## src/rtl/router_link_prof_pkg.sv

```systemverilog
// Shared types for the router link profiler: record kinds, readout states, per-direction stat struct.
// ROUTER_LINK_PROF_ARB_CTR_EN adds the arbitrated counter to every direction.
`ifdef ROUTER_LINK_PROF_ARB_CTR_EN
`define ROUTER_LINK_PROF_STAT_S(w) \
   typedef struct packed { \
      logic [(w)-1:0] idle; \
      logic [(w)-1:0] util; \
      logic [(w)-1:0] stall; \
      logic [(w)-1:0] arb; \
   } stat_s
`else
`define ROUTER_LINK_PROF_STAT_S(w) \
   typedef struct packed { \
      logic [(w)-1:0] idle; \
      logic [(w)-1:0] util; \
      logic [(w)-1:0] stall; \
   } stat_s
`endif

package router_link_prof_pkg;

   typedef enum logic [1:0] {
      KIND_IDLE  = 2'd0,
      KIND_UTIL  = 2'd1,
      KIND_STALL = 2'd2,
      KIND_ARB   = 2'd3
   } stat_kind_e;

   typedef enum logic {
      ST_IDLE  = 1'b0,
      ST_DRAIN = 1'b1
   } rd_state_e;

`ifdef ROUTER_LINK_PROF_ARB_CTR_EN
   localparam int kinds_lp = 4;
   localparam stat_kind_e last_kind_lp = KIND_ARB;
`else
   localparam int kinds_lp = 3;
   localparam stat_kind_e last_kind_lp = KIND_STALL;
`endif

   function automatic int safe_clog2(input int n);
      return (n <= 1) ? 1 : $clog2(n);
   endfunction

endpackage

```

## src/rtl/router_link_prof_ctr_bank.sv

```systemverilog
// One output direction's saturating event counters plus their snapshot copy.
// ROUTER_LINK_PROF_ARB_CTR_EN adds the arbitrated (contended grant) counter.
module router_link_prof_ctr_bank
   import router_link_prof_pkg::*;
  #(parameter int dirs_p      = 5,
    parameter int ctr_width_p = 32)
   (input  logic                            clk_i,
    input  logic                            reset_n_i,
    input  logic [dirs_p-1:0]               req,
    input  logic [dirs_p-1:0]               yumi,
    input  logic                            count_en,
    input  logic                            clear,
    input  logic                            snap,
    output logic [kinds_lp*ctr_width_p-1:0] snap_vals);

   `ROUTER_LINK_PROF_STAT_S(ctr_width_p);
   typedef logic [ctr_width_p-1:0] ctr_t;

   function automatic ctr_t sat_inc(input ctr_t v, input logic inc);
      return (inc && (v != '1)) ? v + ctr_t'(1) : v;
   endfunction

   stat_s live_r, live_n, snap_r;
   logic  req_any, grant;

   assign req_any = |req;
   assign grant   = |(req & yumi);

`ifdef ROUTER_LINK_PROF_ARB_CTR_EN
   logic contended;
   assign contended = $countones(req) > 1;
`endif

   always_comb begin
      live_n = live_r;
      if (clear) begin
         live_n = '0;
      end else if (count_en) begin
         live_n.idle  = sat_inc(live_r.idle,  !req_any);
         live_n.util  = sat_inc(live_r.util,  grant);
         live_n.stall = sat_inc(live_r.stall, req_any && !grant);
`ifdef ROUTER_LINK_PROF_ARB_CTR_EN
         live_n.arb   = sat_inc(live_r.arb,   grant && contended);
`endif
      end
   end

   // Snapshot takes this cycle's pre-increment, pre-clear live values
   always_ff @(posedge clk_i or negedge reset_n_i) begin
      if (!reset_n_i) begin
         live_r <= '0;
         snap_r <= '0;
      end else begin
         live_r <= live_n;
         if (snap) snap_r <= live_r;
      end
   end

   assign snap_vals = snap_r;

endmodule

```

## src/rtl/router_link_profiler.sv

```systemverilog
// Per-output-direction link profiler beside bsg_mesh_router; streams counter snapshots as records.
// ROUTER_LINK_PROF_ARB_CTR_EN enables the arbitrated counter and its fourth record per direction.
module router_link_profiler
   import router_link_prof_pkg::*;
  #(parameter  int dirs_p        = 5,
    parameter  int ctr_width_p   = 32,
    parameter  int period_p      = 250,
    parameter  int periodic_en_p = 0,
    localparam int dir_width_lp  = safe_clog2(dirs_p))
   (input  logic                       clk_i,
    input  logic                       reset_n_i,
    input  logic                       en_i,
    input  logic                       arm_i,
    input  logic [dirs_p*dirs_p-1:0]   req_i,
    input  logic [dirs_p*dirs_p-1:0]   yumi_i,
    input  logic                       snapshot_v_i,
    input  logic                       clear_i,
    output logic                       stat_v_o,
    input  logic                       stat_ready_i,
    output logic [dir_width_lp-1:0]    stat_dir_o,
    output logic [1:0]                 stat_kind_o,
    output logic [ctr_width_p-1:0]     stat_value_o,
    output logic                       stat_last_o,
    output logic                       busy_o,
    output logic                       overrun_o);

   `ROUTER_LINK_PROF_STAT_S(ctr_width_p);
   localparam int period_w_lp = safe_clog2(period_p);

   rd_state_e               state_r, state_n;
   logic                    armed_r, overrun_r, count_en;
   logic                    periodic_trig, trig, snap_take, hs, last_rec;
   logic [period_w_lp-1:0]  period_r;
   logic [dir_width_lp-1:0] dir_r;
   stat_kind_e              kind_r;
   stat_s                   snap [dirs_p];
   stat_s                   sel;

   assign count_en      = armed_r & en_i;
   assign periodic_trig = (periodic_en_p != 0) && count_en &&
                          (period_r == period_w_lp'(period_p - 1));
   assign trig          = snapshot_v_i | periodic_trig;
   assign snap_take     = (state_r == ST_IDLE) && trig;
   assign hs            = stat_v_o & stat_ready_i;
   assign last_rec      = (dir_r == dir_width_lp'(dirs_p - 1)) && (kind_r == last_kind_lp);

   for (genvar d = 0; d < dirs_p; d++) begin : g_dir
      router_link_prof_ctr_bank #(
         .dirs_p      (dirs_p),
         .ctr_width_p (ctr_width_p)
      ) u_bank (
         .clk_i     (clk_i),
         .reset_n_i (reset_n_i),
         .req       (req_i[d*dirs_p +: dirs_p]),
         .yumi      (yumi_i[d*dirs_p +: dirs_p]),
         .count_en  (count_en),
         .clear     (clear_i),
         .snap      (snap_take),
         .snap_vals (snap[d])
      );
   end

   always_comb begin
      state_n = state_r;
      case (state_r)
         ST_IDLE:  if (trig) state_n = ST_DRAIN;
         ST_DRAIN: if (hs && last_rec) state_n = ST_IDLE;
         default:  state_n = ST_IDLE;
      endcase
   end

   // Period counter stays at zero when periodic snapshots are disabled
   always_ff @(posedge clk_i or negedge reset_n_i) begin
      if (!reset_n_i) begin
         state_r   <= ST_IDLE;
         armed_r   <= 1'b0;
         overrun_r <= 1'b0;
         period_r  <= '0;
         dir_r     <= '0;
         kind_r    <= KIND_IDLE;
      end else begin
         state_r <= state_n;
         if (arm_i) armed_r <= 1'b1;
         if ((state_r == ST_DRAIN) && trig) overrun_r <= 1'b1;
         if ((periodic_en_p != 0) && count_en)
            period_r <= periodic_trig ? '0 : period_r + period_w_lp'(1);
         if (snap_take) begin
            dir_r  <= '0;
            kind_r <= KIND_IDLE;
         end else if (hs) begin
            if (kind_r == last_kind_lp) begin
               kind_r <= KIND_IDLE;
               dir_r  <= last_rec ? '0 : dir_r + dir_width_lp'(1);
            end else begin
               kind_r <= stat_kind_e'(kind_r + 2'd1);
            end
         end
      end
   end

   always_comb begin
      sel          = '0;
      stat_value_o = '0;
      for (int d = 0; d < dirs_p; d++)
         if (dir_r == dir_width_lp'(d)) sel = snap[d];
      case (kind_r)
         KIND_IDLE:  stat_value_o = sel.idle;
         KIND_UTIL:  stat_value_o = sel.util;
         KIND_STALL: stat_value_o = sel.stall;
`ifdef ROUTER_LINK_PROF_ARB_CTR_EN
         KIND_ARB:   stat_value_o = sel.arb;
`endif
         default:    stat_value_o = '0;
      endcase
   end

   assign stat_v_o    = (state_r == ST_DRAIN);
   assign busy_o      = stat_v_o;
   assign stat_dir_o  = dir_r;
   assign stat_kind_o = kind_r;
   assign stat_last_o = stat_v_o & last_rec;
   assign overrun_o   = overrun_r;

endmodule
```

## config.mk

```make
export PLATFORM = sky130hd
export DESIGN_NAME = router_link_profiler
export DESIGN_NICKNAME = d
export VERILOG_FILES = /design/src/rtl/router_link_prof_pkg.sv /design/src/rtl/router_link_prof_ctr_bank.sv /design/src/rtl/router_link_profiler.sv
export SDC_FILE = /design/constraint.sdc
export NUM_CORES = 2
export LEC_CHECK = 0
export BUFFER_PORTS_ARGS = -buffer_cell sky130_fd_sc_hd__buf_2
export CORE_MARGIN = 2
export CORE_UTILIZATION = 51
export CTS_BUF_LIST = sky130_fd_sc_hd__clkbuf_4 sky130_fd_sc_hd__clkbuf_8
export DETAILED_ROUTE_END_ITERATION = 12
export PLACE_DENSITY = 0.7
export SLEW_MARGIN = 25
export SYNTH_ARGS = -nofsm -noshare
export SYNTH_HDL_FRONTEND = slang
export SYNTH_SLANG_ARGS = --single-unit
```

## constraint.sdc

```tcl
create_clock -name clk_i -period 2.6 [get_ports clk_i]
set_input_delay 0.52 -clock clk_i [delete_from_list [all_inputs] [get_ports clk_i]]
set_output_delay 0.52 -clock clk_i [all_outputs]
set_load 0.05 [all_outputs]
```

Yosys cells after proc, flatten, opt, wreduce, memory -nomap -nowiden
Cells that the tools add are included.
W data, S select, Z words.
{ "classes": {"add_sub_neg": 17, "n_mul": 0, "n_div": 0, "magnitude_cmp": 0, "eq_ne": 21, "shifts": 0, "mux": 41, "n_bitwise": 9, "reduce_logical": 80} }
{ "ops": {"columns": ["operator", "n"], "rows": [
  ["$mux W96", 15],
  ["$add A32 B1 Y32 const B", 15],
  ["$mux W32", 15],
  ["$ne A32 B32 Y1 const B", 15],
  ["$pmux W32 S3", 1],
  ["$reduce_or A5 Y1", 10],
  ["$reduce_bool A2 Y1", 18],
  ["$reduce_and A2 Y1", 16],
  ["$and A5 B5 Y5", 5],
  ["$logic_and A1 B1 Y1", 24],
  ["$mux W3", 4],
  ["$logic_not A1 Y1", 10],
  ["$eq A3 B2 Y1 const B", 2],
  ["$mux W2", 3],
  ["$add A3 B1 Y3 const B", 1],
  ["$and A1 B1 Y1", 3],
  ["$eq A3 B1 Y1 const B", 1],
  ["$eq A3 B3 Y1 const B", 1],
  ["$logic_not A3 Y1", 1],
  ["$add A2 B1 Y2 const B", 1],
  ["$eq A2 B1 Y1 const B", 1],
  ["$eq A2 B2 Y1 const B", 1],
  ["$logic_not A2 Y1", 1],
  ["$mux W1", 2],
  ["2 further kinds", 2]
]} }
{ "totals": {"reg_bits": 968, "latchBits": 0, "ram_bits": 0, "romBits": 0, "in_bits": 57, "output_inout_bits": 41, "word_cells": 203, "n_memories": 0} }

Logic depth before layout (Yosys ltp)
{ "logic_depth": {"word_depth": 8, "mapped_depth": 10, "depth_no_buf": 7} }

Modules after synthesis
Synthesis repeated with hierarchy kept, for this count alone.
{ "unflattened": {"cells_unflattened": 4976, "hier_area_um2": 51035.2} }
{ "by_module_without_submodules": {"columns": ["mod", "instances", "cells_per_inst", "area_per_inst_um2", "seq_area_each_um2"], "rows": [
  ["router_link_prof_ctr_bank (g_dir[0].u_bank ...)", 4, 836, 9153.8, 4804.6],
  ["router_link_prof_ctr_bank (g_dir[2].u_bank)", 1, 825, 9135.0, 4804.6],
  ["router_link_profiler", 1, 807, 5285.1, 200.2]
]} }

Worst setup path before layout
Ideal clock, no wire load.
{ "synth_path": {"kind": "reg2out", "from": "register dir_r[0] (netlist: stat_dir_o[0])", "to": "output port stat_value_o[30]", "arrival_time_ps": 2697, "required_time_ps": 2080, "slack_ps": -617, "path_stages_with_launch": 9, "path_buffers": 3, "cell_sequence": "dfrtp_1 ha_1 clkbuf_1 buf_1 buf_1 o21ai_0 o211ai_1 a21oi_1 or3_1"} }
{ "synth_via": {"elab_chain_len": 7, "elab_cells_between_ends": 11, "cone_classes": "4 x eq/ne; 6 x mux; 1 x reduce/logical"} }
{ "synth_lines": {"columns": ["item", "line", "rtl"], "rows": [
  ["start: declaration", "router_link_profiler.sv:34", "logic [dir_width_lp-1:0] dir_r;"],
  ["start signal: assignment", "router_link_profiler.sv:93", "dir_r <= last_rec ? '0 : dir_r + dir_width_lp'(1);"],
  ["$logic_not A3 Y1", "router_link_profiler.sv:105", "if (dir_r == dir_width_lp'(d)) sel = snap[d];"],
  ["$mux W96 (4 in a row)", "router_link_profiler.sv:105", null],
  ["$mux W96 (*)", "router_link_profiler.sv:105", null],
  ["$pmux W32 S3 (*)", "router_link_profiler.sv:106", "case (kind_r)"],
  ["end: declaration", "router_link_profiler.sv:22", "output logic [ctr_width_p-1:0] stat_value_o,"]
]} }
Mark *: on every way between the ends. The rest lies on a longest branch, timed or not.

Final worst setup path
{ "layout_path": {"from": "register dir_r[1] (netlist: stat_dir_o[1])", "to": "output port stat_value_o[18]"} }
Same word-level chain as after synthesis.

==> results.cfg <==
[run_status]
outcome = finished, violations left
violations = setup timing

[clock_tree]
numClockSinks = 968
cts_root_buf = clkbuf_8
cts_max_path_buffers = 3
cts_tree = yes
clk_latency_ns = 0.87
numCtsBuffers = 167
clkTransAtPathRegs_ns = 0.06
htreeDepth = 4

[grt]
grt_use_total = 0.314
grt_overflow_total = 0
grt_max_degree = 171
antenna_found_initial = 2
grt_pass1_vias = 43600
grt_first_pass_wirelength_microns = 248000

[drt]
wl_microns = 161000
drt_iter0_drc = 5596
drc = 0
vias_per_cell = 6.13
drt.antenna.violating_nets = 0
firstDrtPassIters = 8
num_vias = 47300
routedWlPerCell_microns = 20.9

[die]
rows = 114
die_area_sq_um = 100000
die_h_microns = 317
ios = 98
die_w_microns = 317
core-area_sq_um = 96700
start_util = 0.515

[layout]
final_area_sq_um = 60200
final_nets = 6403
drive_gt1_frac = 0.174
utilization = 0.623
area_growth_pct = 20.8

[synth]
synth_flop_cell = dfrtp_1
postSynth.asyncResetShare = 1.00
avgSynthCellArea_sq_um = 8.37
yosysSeqAreaShare = 0.486
synth_top_cell_by_area = dfrtp_1
synth_top_cell_area_share = 0.486
synthCells = 5955
ys_seq_elements = 968
synth.most_common_cell = nand2_1
netlist_area_sq_um = 49800
yosys_warnings = 0
synth_edf_count = 0
synth_nets = 6032
synth_common_cells = nand2_1 (1667), dfrtp_1 (968), a21oi_1 (585)
synth_cell_types = 68
ys_top_cells_by_area = dfrtp_1 (49%), nand2_1 (13%), a21oi_1 (5.9%)

[min_path]
min_path_type = input port to flip-flop
hold_depth = 5
whs_endpoint = g_dir[3].u_bank.live_r[65]
min_from = req_i[16]

[worst_setup_path]
start_kind = flip-flop
r2r-end = g_dir[4].u_bank.live_r[34]
crit_path_end_kind = output pin
rr_startpoint = g_dir[4].u_bank.live_r[42]
path_class = flip-flop to output pin
rr_worst_depth = 5
worst-r2r-setup-slack_ns = 0.13
worstPathArrival_ns = 3.36
cp.required_ns = 2.08
crit_fanout = 6

[timing]
fin_crit_sh = 1.49
holdWs_ns = 0.181
slew_headroom = 0.297
finalHoldViolations = 0
rsz0062_at_grt = yes
setup_viol = 33
fin_ws_ns = -1.28
drv_slew = 0
timing.final.crit_period_ns = 3.88
tightest_slew_ns = 1.04
setup_tns_ns = -37.91
fmax_mhz = 258
skew_ns = 0.0321

[placed_design]
place.gp.congestion = 0.935
dpl_cell_area_sq_um = 55400
dp_hpwl_microns = 112000
portBuffers = 97

[flow_run]
max_cap_viol_count = 0

[power]
total_power_mw = 44.5
ir_drop_mv = 0.754
cellLeakagePower_nw = 26.3
power.density_nw_per_um2 = 738
-- layer usage --
layer | track usage | vias to the layer above | part of all wire
met5 | 0 | - | 0
met4 | 0.0879 | 0 | 0.024
met3 | 0.0639 | 232 | 0.092
met2 | 0.455 | 1956 | 0.44
met1 | 0.476 | 23100 | 0.45
li1 | - | 22000 | -
-- power by group --
| group | internal, mW | switching, mW |
|---|---|---|
| Clock | 8.60 | 6.54 |
| Sequential | 15.4 | 0.335 |
| Combinational | 5.55 | 8.07 |
| Total | 29.5 | 14.9 |
-- how the worst max path moves through the flow --
| stage | depth (start not counted) | endpoint | from | slack, ns |
|---|---|---|---|---|
| 2_1_floorplan | 9 | stat_value_o[0] | stat_dir_o[2] | 0.001 |
| 3_3_place_gp | 10 | stat_value_o[18] | stat_dir_o[1] | -0.36 |
| 3_5_place_dp | 10 | stat_value_o[18] | stat_dir_o[1] | -0.37 |
| 4_1_cts | 11 | stat_value_o[21] | stat_dir_o[1] | -1.19 |
| 5_1_grt | 11 | stat_value_o[15] | stat_dir_o[1] | -1.27 |
| 6_report | 11 | stat_value_o[18] | stat_dir_o[1] | -1.28 |
-- timing repair --
| action | 4_1_cts | 5_1_grt |
|---|---|---|
| pin swaps | 18 | 49 |
| setup buffers | 3 | 11 |
| cloned | 1 | 12 |
| resized for setup | 54 | 125 |
| hold buffers | 6 | 0 |
| endpoints found under the setup margin | 35 | 42 |
| endpoints found under the hold margin | 152 | 0 |
-- layout make-up --
| cell class | instances | area, sq um |
|---|---|---|
| well taps | 1276 | 1600 |
| diodes | 1 | 2.50 |
| inverters | 69 | 262 |
| clock inverters | 40 | 445 |
| clock buffers | 251 | 3210 |
| multi-input cells | 4537 | 24700 |
| repair buffers | 583 | 5750 |
| fillers | 8293 | 36500 |
| flip-flops and latches | 968 | 24200 |
-- worst max-delay path, cell delays in order, from the launching register on --
cell and delay (ns):
dfrtp_2 0.43, inv_4 0.08, ha_4 0.19, buf_6 0.16, clkbuf_16 0.17, buf_4 0.11, o21ai_0 0.11, buf_4 0.17
o211ai_1 0.36, a21oi_2 0.14, or3_4 0.39, buf_12 0.17
-- kinds of logic after synthesis --
logic type,after synthesis,synth area share
AOI/OAI and AO/OA,1360,0.158
xor gates and xnor gates,20,0.00351
adders and majority gates,20,0.00502
buffers and inverters,450,0.0342
DFF,968,0.486
muxes,62,0.0137
and+or+nand+nor,3075,0.299
-- stage by stage --
stage | cells | setup slack (ns)
finish | 7725 | -1.28
global route | 7725 | -1.27
CTS | 7703 | -1.19
detailed placement | 7402 | -0.374
global placement | 7402 | -0.359
floorplan | 5955 | 0.00117
-- placed cells by master, fill, tap and decap left out, drive strengths merged, types with 72 or more instances in the layout --
cell and instances:
dfrtp 968, inv 74, or3 260, nand2 1667, o21ai 399, o31ai 201, or4 212, nand3 182
o211ai 72, nor2 173, clkbuf 260, nand2b 73, nand4 151, buf 568, a21oi 585
-- registers in the layout, indices dropped and copies added, names as in the netlist --
name	cells
g_dir.u_bank.live_r	480
g_dir.u_bank.snap_vals	480
stat_dir_o	3
stat_kind_o	2
armed_r	1
busy_o	1
overrun_o	1
(Power assumes the default switching activity.)
